`src/rtl/posit_pkg.sv`:
```
// Shared posit definitions: type codes and derived field widths, so the
// decoders, this multiplier and the encoder all size their fields the same way.
package posit_pkg;

    localparam logic [1:0] POSIT_ZERO  = 2'b00;
    localparam logic [1:0] POSIT_VALID = 2'b01;
    localparam logic [1:0] POSIT_NAR   = 2'b10;

    // Signed regime width: enough for k in [-(n-1), n-1]
    function automatic int reg_w(input int in_s);
        return $clog2(in_s) + 1;
    endfunction

    // Fraction bits left after sign, two minimum regime bits and the exponent
    function automatic int mts_w(input int in_s, input int exp_s);
        return in_s - 3 - exp_s;
    endfunction

    // Product scale width: sum of two scales plus the normalization carry
    function automatic int sco_w(input int in_s, input int exp_s);
        return reg_w(in_s) + exp_s + 2;
    endfunction

endpackage

```
`src/rtl/posit_pair_buf.sv`:
```
// Operand pairing buffer. Holds at most one unmatched operand (A or B) and
// presents a matched pair combinationally on the edge the partner arrives.
// A second operand on the same side before its partner replaces the held
// one and sets the sticky overrun flag.
module posit_pair_buf #(
    parameter int W = 12
) (
    input  logic         clk_i,
    input  logic         rstn,
    input  logic         i_a_vld,
    input  logic [W-1:0] i_a,
    input  logic         i_b_vld,
    input  logic [W-1:0] i_b,
    output logic         o_pair_vld,
    output logic [W-1:0] o_a,
    output logic [W-1:0] o_b,
    output logic         o_err
);

    logic         r_a_hv;
    logic         r_b_hv;
    logic [W-1:0] r_a;
    logic [W-1:0] r_b;
    logic         r_err;

    // Pair selection: a held operand always pairs with the opposite side first
    always_comb begin
        o_pair_vld = 1'b0;
        o_a        = i_a;
        o_b        = i_b;
        if (r_a_hv && i_b_vld) begin
            o_pair_vld = 1'b1;
            o_a        = r_a;
        end else if (r_b_hv && i_a_vld) begin
            o_pair_vld = 1'b1;
            o_b        = r_b;
        end else if (!r_a_hv && !r_b_hv && i_a_vld && i_b_vld) begin
            o_pair_vld = 1'b1;
        end
    end

    // Hold-register update and overrun detection
    always_ff @(posedge clk_i or negedge rstn) begin
        if (!rstn) begin
            r_a_hv <= 1'b0;
            r_b_hv <= 1'b0;
            r_a    <= '0;
            r_b    <= '0;
            r_err  <= 1'b0;
        end else if (r_a_hv) begin
            if (i_b_vld) begin
                // held A consumed; a fresh A (if any) takes its place
                r_a_hv <= i_a_vld;
                if (i_a_vld) r_a <= i_a;
            end else if (i_a_vld) begin
                r_a   <= i_a;
                r_err <= 1'b1;
            end
        end else if (r_b_hv) begin
            if (i_a_vld) begin
                r_b_hv <= i_b_vld;
                if (i_b_vld) r_b <= i_b;
            end else if (i_b_vld) begin
                r_b   <= i_b;
                r_err <= 1'b1;
            end
        end else begin
            if (i_a_vld && !i_b_vld) begin
                r_a_hv <= 1'b1;
                r_a    <= i_a;
            end
            if (i_b_vld && !i_a_vld) begin
                r_b_hv <= 1'b1;
                r_b    <= i_b;
            end
        end
    end

    assign o_err = r_err;

endmodule

```
`src/rtl/posit_field_mul.sv`:
```
// Three-stage multiplier on decoded posit fields (sign, regime, exponent,
// mantissa, type). Produces sign, signed scale, unrounded fraction and type
// for the encoder. Define POSIT_MUL_PAIR_EN to include the operand pairing
// buffer; without it only coincident valids form a pair.
module posit_field_mul
    import posit_pkg::*;
#(
    parameter  int IN_S  = 8,
    parameter  int EXP_S = 2,
    localparam int REG_S = reg_w(IN_S),
    localparam int MTS_S = mts_w(IN_S, EXP_S),
    localparam int SCO_S = sco_w(IN_S, EXP_S)
) (
    input  logic               clk_i,
    input  logic               rstn,
    input  logic               a_sign,
    input  logic [REG_S-1:0]   a_regi,
    input  logic [EXP_S-1:0]   a_exp,
    input  logic [MTS_S-1:0]   a_mts,
    input  logic [1:0]         a_type,
    input  logic               a_vld,
    input  logic               b_sign,
    input  logic [REG_S-1:0]   b_regi,
    input  logic [EXP_S-1:0]   b_exp,
    input  logic [MTS_S-1:0]   b_mts,
    input  logic [1:0]         b_type,
    input  logic               b_vld,
    output logic               sign_o,
    output logic [SCO_S-1:0]   scale_o,
    output logic [2*MTS_S:0]   frac_o,
    output logic [1:0]         type_o,
    output logic               vld_o,
    output logic               err_o
);

    localparam int OPW = 1 + REG_S + EXP_S + MTS_S + 2;
    localparam int SC1 = REG_S + EXP_S;
    localparam int PW  = 2 * MTS_S + 2;

    logic [OPW-1:0] w_a_in, w_b_in, w_a_op, w_b_op;
    logic           w_pair_vld;

    assign w_a_in = {a_sign, a_regi, a_exp, a_mts, a_type};
    assign w_b_in = {b_sign, b_regi, b_exp, b_mts, b_type};

`ifdef POSIT_MUL_PAIR_EN
    posit_pair_buf #(.W(OPW)) u_pair_buf (
        .clk_i      (clk_i),
        .rstn       (rstn),
        .i_a_vld    (a_vld),
        .i_a        (w_a_in),
        .i_b_vld    (b_vld),
        .i_b        (w_b_in),
        .o_pair_vld (w_pair_vld),
        .o_a        (w_a_op),
        .o_b        (w_b_op),
        .o_err      (err_o)
    );
`else
    logic r_err;

    assign w_pair_vld = a_vld & b_vld;
    assign w_a_op     = w_a_in;
    assign w_b_op     = w_b_in;

    // A lone valid has no partner and is dropped; flag it until reset
    always_ff @(posedge clk_i or negedge rstn) begin
        if (!rstn)              r_err <= 1'b0;
        else if (a_vld ^ b_vld) r_err <= 1'b1;
    end

    assign err_o = r_err;
`endif

    // Unpack the paired operands
    logic             w_a_sign, w_b_sign;
    logic [REG_S-1:0] w_a_regi, w_b_regi;
    logic [EXP_S-1:0] w_a_exp, w_b_exp;
    logic [MTS_S-1:0] w_a_mts, w_b_mts;
    logic [1:0]       w_a_type, w_b_type;

    assign {w_a_sign, w_a_regi, w_a_exp, w_a_mts, w_a_type} = w_a_op;
    assign {w_b_sign, w_b_regi, w_b_exp, w_b_mts, w_b_type} = w_b_op;

    logic [2:0]       r_vld_pipe;
    logic             r1_sign;
    logic [SC1-1:0]   r1_sca_a, r1_sca_b;
    logic [MTS_S:0]   r1_sig_a, r1_sig_b;
    logic [1:0]       r1_type_a, r1_type_b;
    logic             r2_sign;
    logic [PW-1:0]    r2_prod;
    logic [SCO_S-1:0] r2_sum;
    logic [1:0]       r2_type;
    logic             r_sign_o;
    logic [SCO_S-1:0] r_scale_o;
    logic [2*MTS_S:0] r_frac_o;
    logic [1:0]       r_type_o;

    // Valid shift register: [0] stage 1, [1] stage 2, [2] output
    always_ff @(posedge clk_i or negedge rstn) begin
        if (!rstn) r_vld_pipe <= '0;
        else       r_vld_pipe <= {r_vld_pipe[1:0], w_pair_vld};
    end

    // Stage 1: regime*2^es + exp is just {regi, exp}; attach the hidden bit
    always_ff @(posedge clk_i or negedge rstn) begin
        if (!rstn) begin
            r1_sign   <= 1'b0;
            r1_sca_a  <= '0;
            r1_sca_b  <= '0;
            r1_sig_a  <= '0;
            r1_sig_b  <= '0;
            r1_type_a <= POSIT_ZERO;
            r1_type_b <= POSIT_ZERO;
        end else if (w_pair_vld) begin
            r1_sign   <= w_a_sign ^ w_b_sign;
            r1_sca_a  <= {w_a_regi, w_a_exp};
            r1_sca_b  <= {w_b_regi, w_b_exp};
            r1_sig_a  <= {1'b1, w_a_mts};
            r1_sig_b  <= {1'b1, w_b_mts};
            r1_type_a <= w_a_type;
            r1_type_b <= w_b_type;
        end
    end

    logic [PW-1:0]    w_prod;
    logic [SCO_S-1:0] w_sum;
    logic [1:0]       w_type;

    assign w_prod = {{(MTS_S+1){1'b0}}, r1_sig_a} * {{(MTS_S+1){1'b0}}, r1_sig_b};
    assign w_sum  = {{(SCO_S-SC1){r1_sca_a[SC1-1]}}, r1_sca_a}
                  + {{(SCO_S-SC1){r1_sca_b[SC1-1]}}, r1_sca_b};

    // NaR dominates zero, zero dominates valid
    always_comb begin
        w_type = POSIT_VALID;
        if (r1_type_a == POSIT_NAR || r1_type_b == POSIT_NAR)
            w_type = POSIT_NAR;
        else if (r1_type_a == POSIT_ZERO || r1_type_b == POSIT_ZERO)
            w_type = POSIT_ZERO;
    end

    // Stage 2: significand product, scale sum and resolved type
    always_ff @(posedge clk_i or negedge rstn) begin
        if (!rstn) begin
            r2_sign <= 1'b0;
            r2_prod <= '0;
            r2_sum  <= '0;
            r2_type <= POSIT_ZERO;
        end else if (r_vld_pipe[0]) begin
            r2_sign <= r1_sign;
            r2_prod <= w_prod;
            r2_sum  <= w_sum;
            r2_type <= w_type;
        end
    end

    // Stage 3: normalize the product into [1,2) and force special encodings
    always_ff @(posedge clk_i or negedge rstn) begin
        if (!rstn) begin
            r_sign_o  <= 1'b0;
            r_scale_o <= '0;
            r_frac_o  <= '0;
            r_type_o  <= POSIT_ZERO;
        end else if (r_vld_pipe[1]) begin
            r_type_o <= r2_type;
            if (r2_type == POSIT_ZERO) begin
                r_sign_o  <= 1'b0;
                r_scale_o <= '0;
                r_frac_o  <= '0;
            end else if (r2_type == POSIT_NAR) begin
                r_sign_o  <= 1'b1;
                r_scale_o <= '0;
                r_frac_o  <= '0;
            end else if (r2_prod[PW-1]) begin
                r_sign_o  <= r2_sign;
                r_scale_o <= r2_sum + SCO_S'(1);
                r_frac_o  <= r2_prod[2*MTS_S:0];
            end else begin
                r_sign_o  <= r2_sign;
                r_scale_o <= r2_sum;
                r_frac_o  <= {r2_prod[2*MTS_S-1:0], 1'b0};
            end
        end
    end

    assign sign_o  = r_sign_o;
    assign scale_o = r_scale_o;
    assign frac_o  = r_frac_o;
    assign type_o  = r_type_o;
    assign vld_o   = r_vld_pipe[2];

endmodule

```
`config.mk`:
```
export PLATFORM = sky130hd
export DESIGN_NAME = posit_field_mul
export DESIGN_NICKNAME = d
export VERILOG_FILES = /design/src/rtl/posit_pkg.sv /design/src/rtl/posit_pair_buf.sv /design/src/rtl/posit_field_mul.sv
export SDC_FILE = /design/constraint.sdc
export NUM_CORES = 1
export LEC_CHECK = 0
export BUFFER_PORTS_ARGS = -buffer_cell sky130_fd_sc_hd__buf_2
export CAP_MARGIN = 10
export CORE_ASPECT_RATIO = 0.75
export CORE_MARGIN = 10
export CORE_UTILIZATION = 57
export CTS_CLUSTER_DIAMETER = 80
export DETAILED_ROUTE_END_ITERATION = 8
export PLACE_DENSITY_LB_ADDON = 0.05
export SLEW_MARGIN = 20
export SYNTH_ARGS = -nofsm -noshare
export SYNTH_HDL_FRONTEND = slang
export SYNTH_HIERARCHICAL = 1
export SYNTH_SLANG_ARGS = --single-unit
```
`constraint.sdc`:
```
create_clock -name clk_i -period 3.55 [get_ports clk_i]
set_clock_uncertainty 0.2 [all_clocks]
set_input_delay 0 -clock clk_i [delete_from_list [all_inputs] [get_ports clk_i]]
set_output_delay 0 -clock clk_i [all_outputs]
set_load 0.01 [all_outputs]
```
==> parameters.txt <==
Parameter                              Value

Route
  DR DRC count ... 0
  Drt first pass iters ... 6
  Ratio of routed vias to standard cells ... 5.049
  Routed wire length ... slightly below 6 mm
  WL/cell ... 13.83 um
  Post-detailed-route count of antenna-violating nets ... 0
  Routed vias ... 2166
  Initial drt markers ... 114

Clock tree
  Maximum number of buffers from clock root to sink ... 2
  Post-CTS Setup Inserts ... 0
  Count of hold buffers inserted by post-cts repair ... 27
  H-Tree Level Count ... 3
  Clk sinks ... 64
  Num CTS Buffers ... 9
  Post-cts sizing count ... 0
  Clock tree from TritonCTS ... done
  Clock-pin slew on the worst setup and hold paths ... 0.06 ns
  Worst-skew pair later-pin latency ... approximately 0.33 ns
  Root buffer cell ... sky130_fd_sc_hd__clkbuf_8

Final layout
  Final net count ... roughly 400
  Final Cell Area ... 3968 sq um
  Final std cells w/o fill ... 429
  Post-layout util ... 73.73%
  Area overhead of the layout relative to synthesis ... 24.35%
  Filler cell count in the final layout ... 395
  Diodes inserted ... 0
  Fraction of final layout cells with drive strength greater than 1 ... 27.68%

Power
  Fraction of power consumed by the clock network ... 27.8%
  Reported net switching power ... 0.0007474 W
  Proportion of total power due to net switching ... between 30 and 40%
  Maximum VDD drop ... between 0.2 and 0.3 mV
  Cell Int Power ... between 0.0015 and 0.002 W
  Fraction of power consumed by combinational cells ... 29.5%
  Power per cell area ... approximately 620 nW/um^2
  Sequential power share ... 42.8%
  Total leakage power ... between 1.5 and 2 nW

Timing
  Hold violation total from the final report ... 0
  Final Cycle Share ... 86.82%
  Tightest Pin Transition ... around 0.89 ns
  Final max-slew violation count ... 0
  RSZ-0062 raised after global routing ... false
  TNS Setup ... 0 ns
  Maximum frequency from static timing analysis ... 324.5 MHz
  Final Setup Violations ... 0
  Worst relative slew slack ... 40.77%
  Final Critical Period ... 3.082 ns

Floorplan
  Width of the die ... 106.4 um
  Initial core utilization ... between 50% and 60%
  Ports ... 48
  Placeable core region ... 5381 sq um
  Y dimension of the die ... 84.80 um
  Area of the die ... approximately 9000 sq um
  Total number of placement rows ... 23

Placed design
  Cells after DPL ... a little under 400
  Final RePlAce weighted congestion ... roughly 0.84
  DPL Wire Length ... roughly 4.3 mm
  Instance area after placement ... 3475 sq um
  Quantity of I/O buffers inserted on ports ... 47

Critical path
  Type of the worst setup path ... register to register
  Number of gates on the worst path with buffers counted ... 10
  Setup slack of the worst register-to-register path ... 0.47 ns
  Peak per-stage delay on the critical path ... around 0.56 ns
  Critical path capture point type ... register
  Worst flop-to-flop path endpoint ... r2_prod[6]$_DFFE_PN0P_
  CP dominant cell by count ... sky130_fd_sc_hd__fa_1
  Highest-delay cell along the critical path ... sky130_fd_sc_hd__fa_1
  Kind of cell with the highest combined delay on the critical path ... adder cells
  Largest driver fanout on the critical path ... 8
  Critical Path Sink ... r2_prod[6]$_DFFE_PN0P_
  Number of buffers and inverters on the critical path ... 2
  Worst flop-to-flop path startpoint ... r1_sig_a[3]$_DFFE_PN0P_
  Required time reported for the critical path endpoint ... between 3 and 4 ns
  Crit path cell chain ... nand2_1 -> fa_1 -> inv_1 -> fa_1 -> inv_1 -> fa_1 -> nor2b_1 -> o21a_1 -> o21ai_0 -> a31o_1
  CP Launch Type ... register
  Depth of the worst register-to-register path ... 10
  Arrival time at the worst endpoint ... 3.10 ns
  CP Launch Point ... r1_sig_a[3]$_DFFE_PN0P_

Logic synthesis
  Distinct cell type count of the synthesized netlist ... 31
  Sequential share of the synthesized area ... about half
  Ys Warns ... 6
  Post-Synthesis Cells ... between 200 and 300
  #FFs+latches synth ... 64
  Dominant cell type by area after synthesis ... sky130_fd_sc_hd__dfrtp_1
  Top cells by area, synth ... sky130_fd_sc_hd__dfrtp_1 (50%), sky130_fd_sc_hd__mux2_2 (11%), sky130_fd_sc_hd__ha_1 (7.8%)
  Average size of a mapped cell ... 11.56 sq um
  Fraction of synthesized cell area taken by the top area cell type ... 50.20%
  Netlist Area Pre-Place ... between 3000 and 4000 sq um
  Post-Syn Nets ... between 300 and 400

Global routing
  GRT overflow ... 0
  Pin count of the biggest net entering global routing ... between 40 and 50
  Via count of the first global-routing pass ... 2227
  Wire length of the first global-routing pass ... ~11 mm
  Tot GR Track Use ... 14.30%
  Initial antenna violation count ... 0

Run status
  Status ... finished, final reports clean

Min path
  Path category of the worst min-delay check ... input pin to register

Job
  Count of maximum capacitance violations ... 0
layout by cell type, fill, tap and decap left out, types with 6 or more instances in the layout:
cell                            count
sky130_fd_sc_hd__mux2_2            31
sky130_fd_sc_hd__clkbuf_8          11
sky130_fd_sc_hd__dfrtp_1           64
sky130_fd_sc_hd__xor2_1             6
sky130_fd_sc_hd__mux2i_1            9
sky130_fd_sc_hd__dlygate4sd3_1     27
sky130_fd_sc_hd__a21oi_1            7
sky130_fd_sc_hd__o21ai_0           13
sky130_fd_sc_hd__xnor2_1            7
sky130_fd_sc_hd__nand2_1           11
sky130_fd_sc_hd__and2_1             8
sky130_fd_sc_hd__ha_1              19
sky130_fd_sc_hd__buf_2             47
sky130_fd_sc_hd__o22ai_1           11
sky130_fd_sc_hd__nor2_1             8
sky130_fd_sc_hd__inv_1             28
layer usage:
metal	track usage [%]	routed length, um	up-vias
met3	6.336	480	5
met4	4.540	40	0
li1	-	-	1097
met2	18.72	2326	60
met5	0	0	-
met1	20.39	3084	1004
cells in the mapped netlist, drive strengths merged:
cell type	count
a211oi	2
a21o	2
a21oi	7
a31o	3
a31oi	2
and2	8
buf	6
clkbuf	6
dfrtp	64
fa	5
ha	20
inv	28
mux2	31
mux2i	9
nand2	11
nand2b	3
nand3	5
nand4	3
nor2	8
nor2b	5
nor3	2
o2111ai	1
o211ai	3
o21a	2
o21ai	13
o22ai	11
or2	2
or3	1
xnor2	7
xor2	6
registers in the layout (all words and copies together) (netlist names):
register,flops
type_o,2
r1_sig_b,3
r2_sum,7
err_o,1
scale_o,8
r1_sig_a,4
r1_sca_a,6
frac_o,7
r1_sca_b,6
r2_type,2
r2_prod,8
r1_type_b,2
r1_type_a,2
r1_sign,1
r2_sign,1
r_vld_pipe,3
sign_o,1
layout make-up:
cell class / instances / area (sq um) / share of cell area [%]
sequential: 64 / 1602 / 40.37
timing repair buffer: 75 / 513.0 / 12.93
inverter: 28 / 105.1 / 2.649
multi-input combinational: 172 / 1434 / 36.14
clock buffer: 12 / 155.1 / 3.910
tap: 75 / 93.84 / 2.365
clock inverter: 3 / 65.06 / 1.640
worst min path at each step:
stage / from / endpoint / slack, ns / cells past startpoint
floorplan: rstn / err_o$_DFFE_PN0P_ / -0.50 / 0
global placement: rstn / scale_o[4]$_DFFE_PN0P_ / -0.02 / 1
detailed placement: rstn / scale_o[4]$_DFFE_PN0P_ / -0.02 / 1
global route: a_vld / r_vld_pipe[0]$_DFF_PN0_ / 0.1 / 2
finish: a_vld / r_vld_pipe[0]$_DFF_PN0_ / 0.09 / 2
CTS: rstn / scale_o[4]$_DFFE_PN0P_ / 0.16 / 2
metrics by stage:
stage	hold WS, ns	setup slack, ns	power (W)
6_report	0.09353	0.4679	0.002459
5_1_grt	0.09803	0.2366	0.002645
4_1_cts	0.1563	0.4626	0.002484
3_5_place_dp	-0.02412	0.4737	0.001765
3_3_place_gp	-0.01661	0.5412	0.001744
2_1_floorplan	-0.4956	0.6304	0.001559
power groups by stage:
stage,Clock (W),Sequential (W),Combinational [W]
3_5_place_dp,0,0.00107,0.000699
5_1_grt,0.000734,0.00108,0.000829
2_1_floorplan,0,0.00102,0.000542
3_3_place_gp,0,0.00106,0.000685
6_report,0.000683,0.00105,0.000724
4_1_cts,0.000700,0.00105,0.000732
cells by family after synthesis:
group | Yosys count | synth area share (%)
adders and majority gates | 25 | 10.98
DFF | 64 | 50.20
muxes | 40 | 13.76
buffers and inverters | 40 | 4.941
and+or+nand+nor | 48 | 7.647
AOI/OAI and AO/OA | 46 | 8.902
xor gates and xnor gates | 13 | 3.569
worst reg2reg max path, cell delays in order, from the launching register on:
cell	delay [ns]
sky130_fd_sc_hd__dfrtp_1	0.45
sky130_fd_sc_hd__nand2_1	0.11
sky130_fd_sc_hd__fa_1	0.54
sky130_fd_sc_hd__inv_1	0.05
sky130_fd_sc_hd__fa_1	0.56
sky130_fd_sc_hd__inv_1	0.07
sky130_fd_sc_hd__fa_1	0.46
sky130_fd_sc_hd__nor2b_1	0.13
sky130_fd_sc_hd__o21a_1	0.13
sky130_fd_sc_hd__o21ai_0	0.07
sky130_fd_sc_hd__a31o_1	0.21
(Power assumes the default switching activity.)
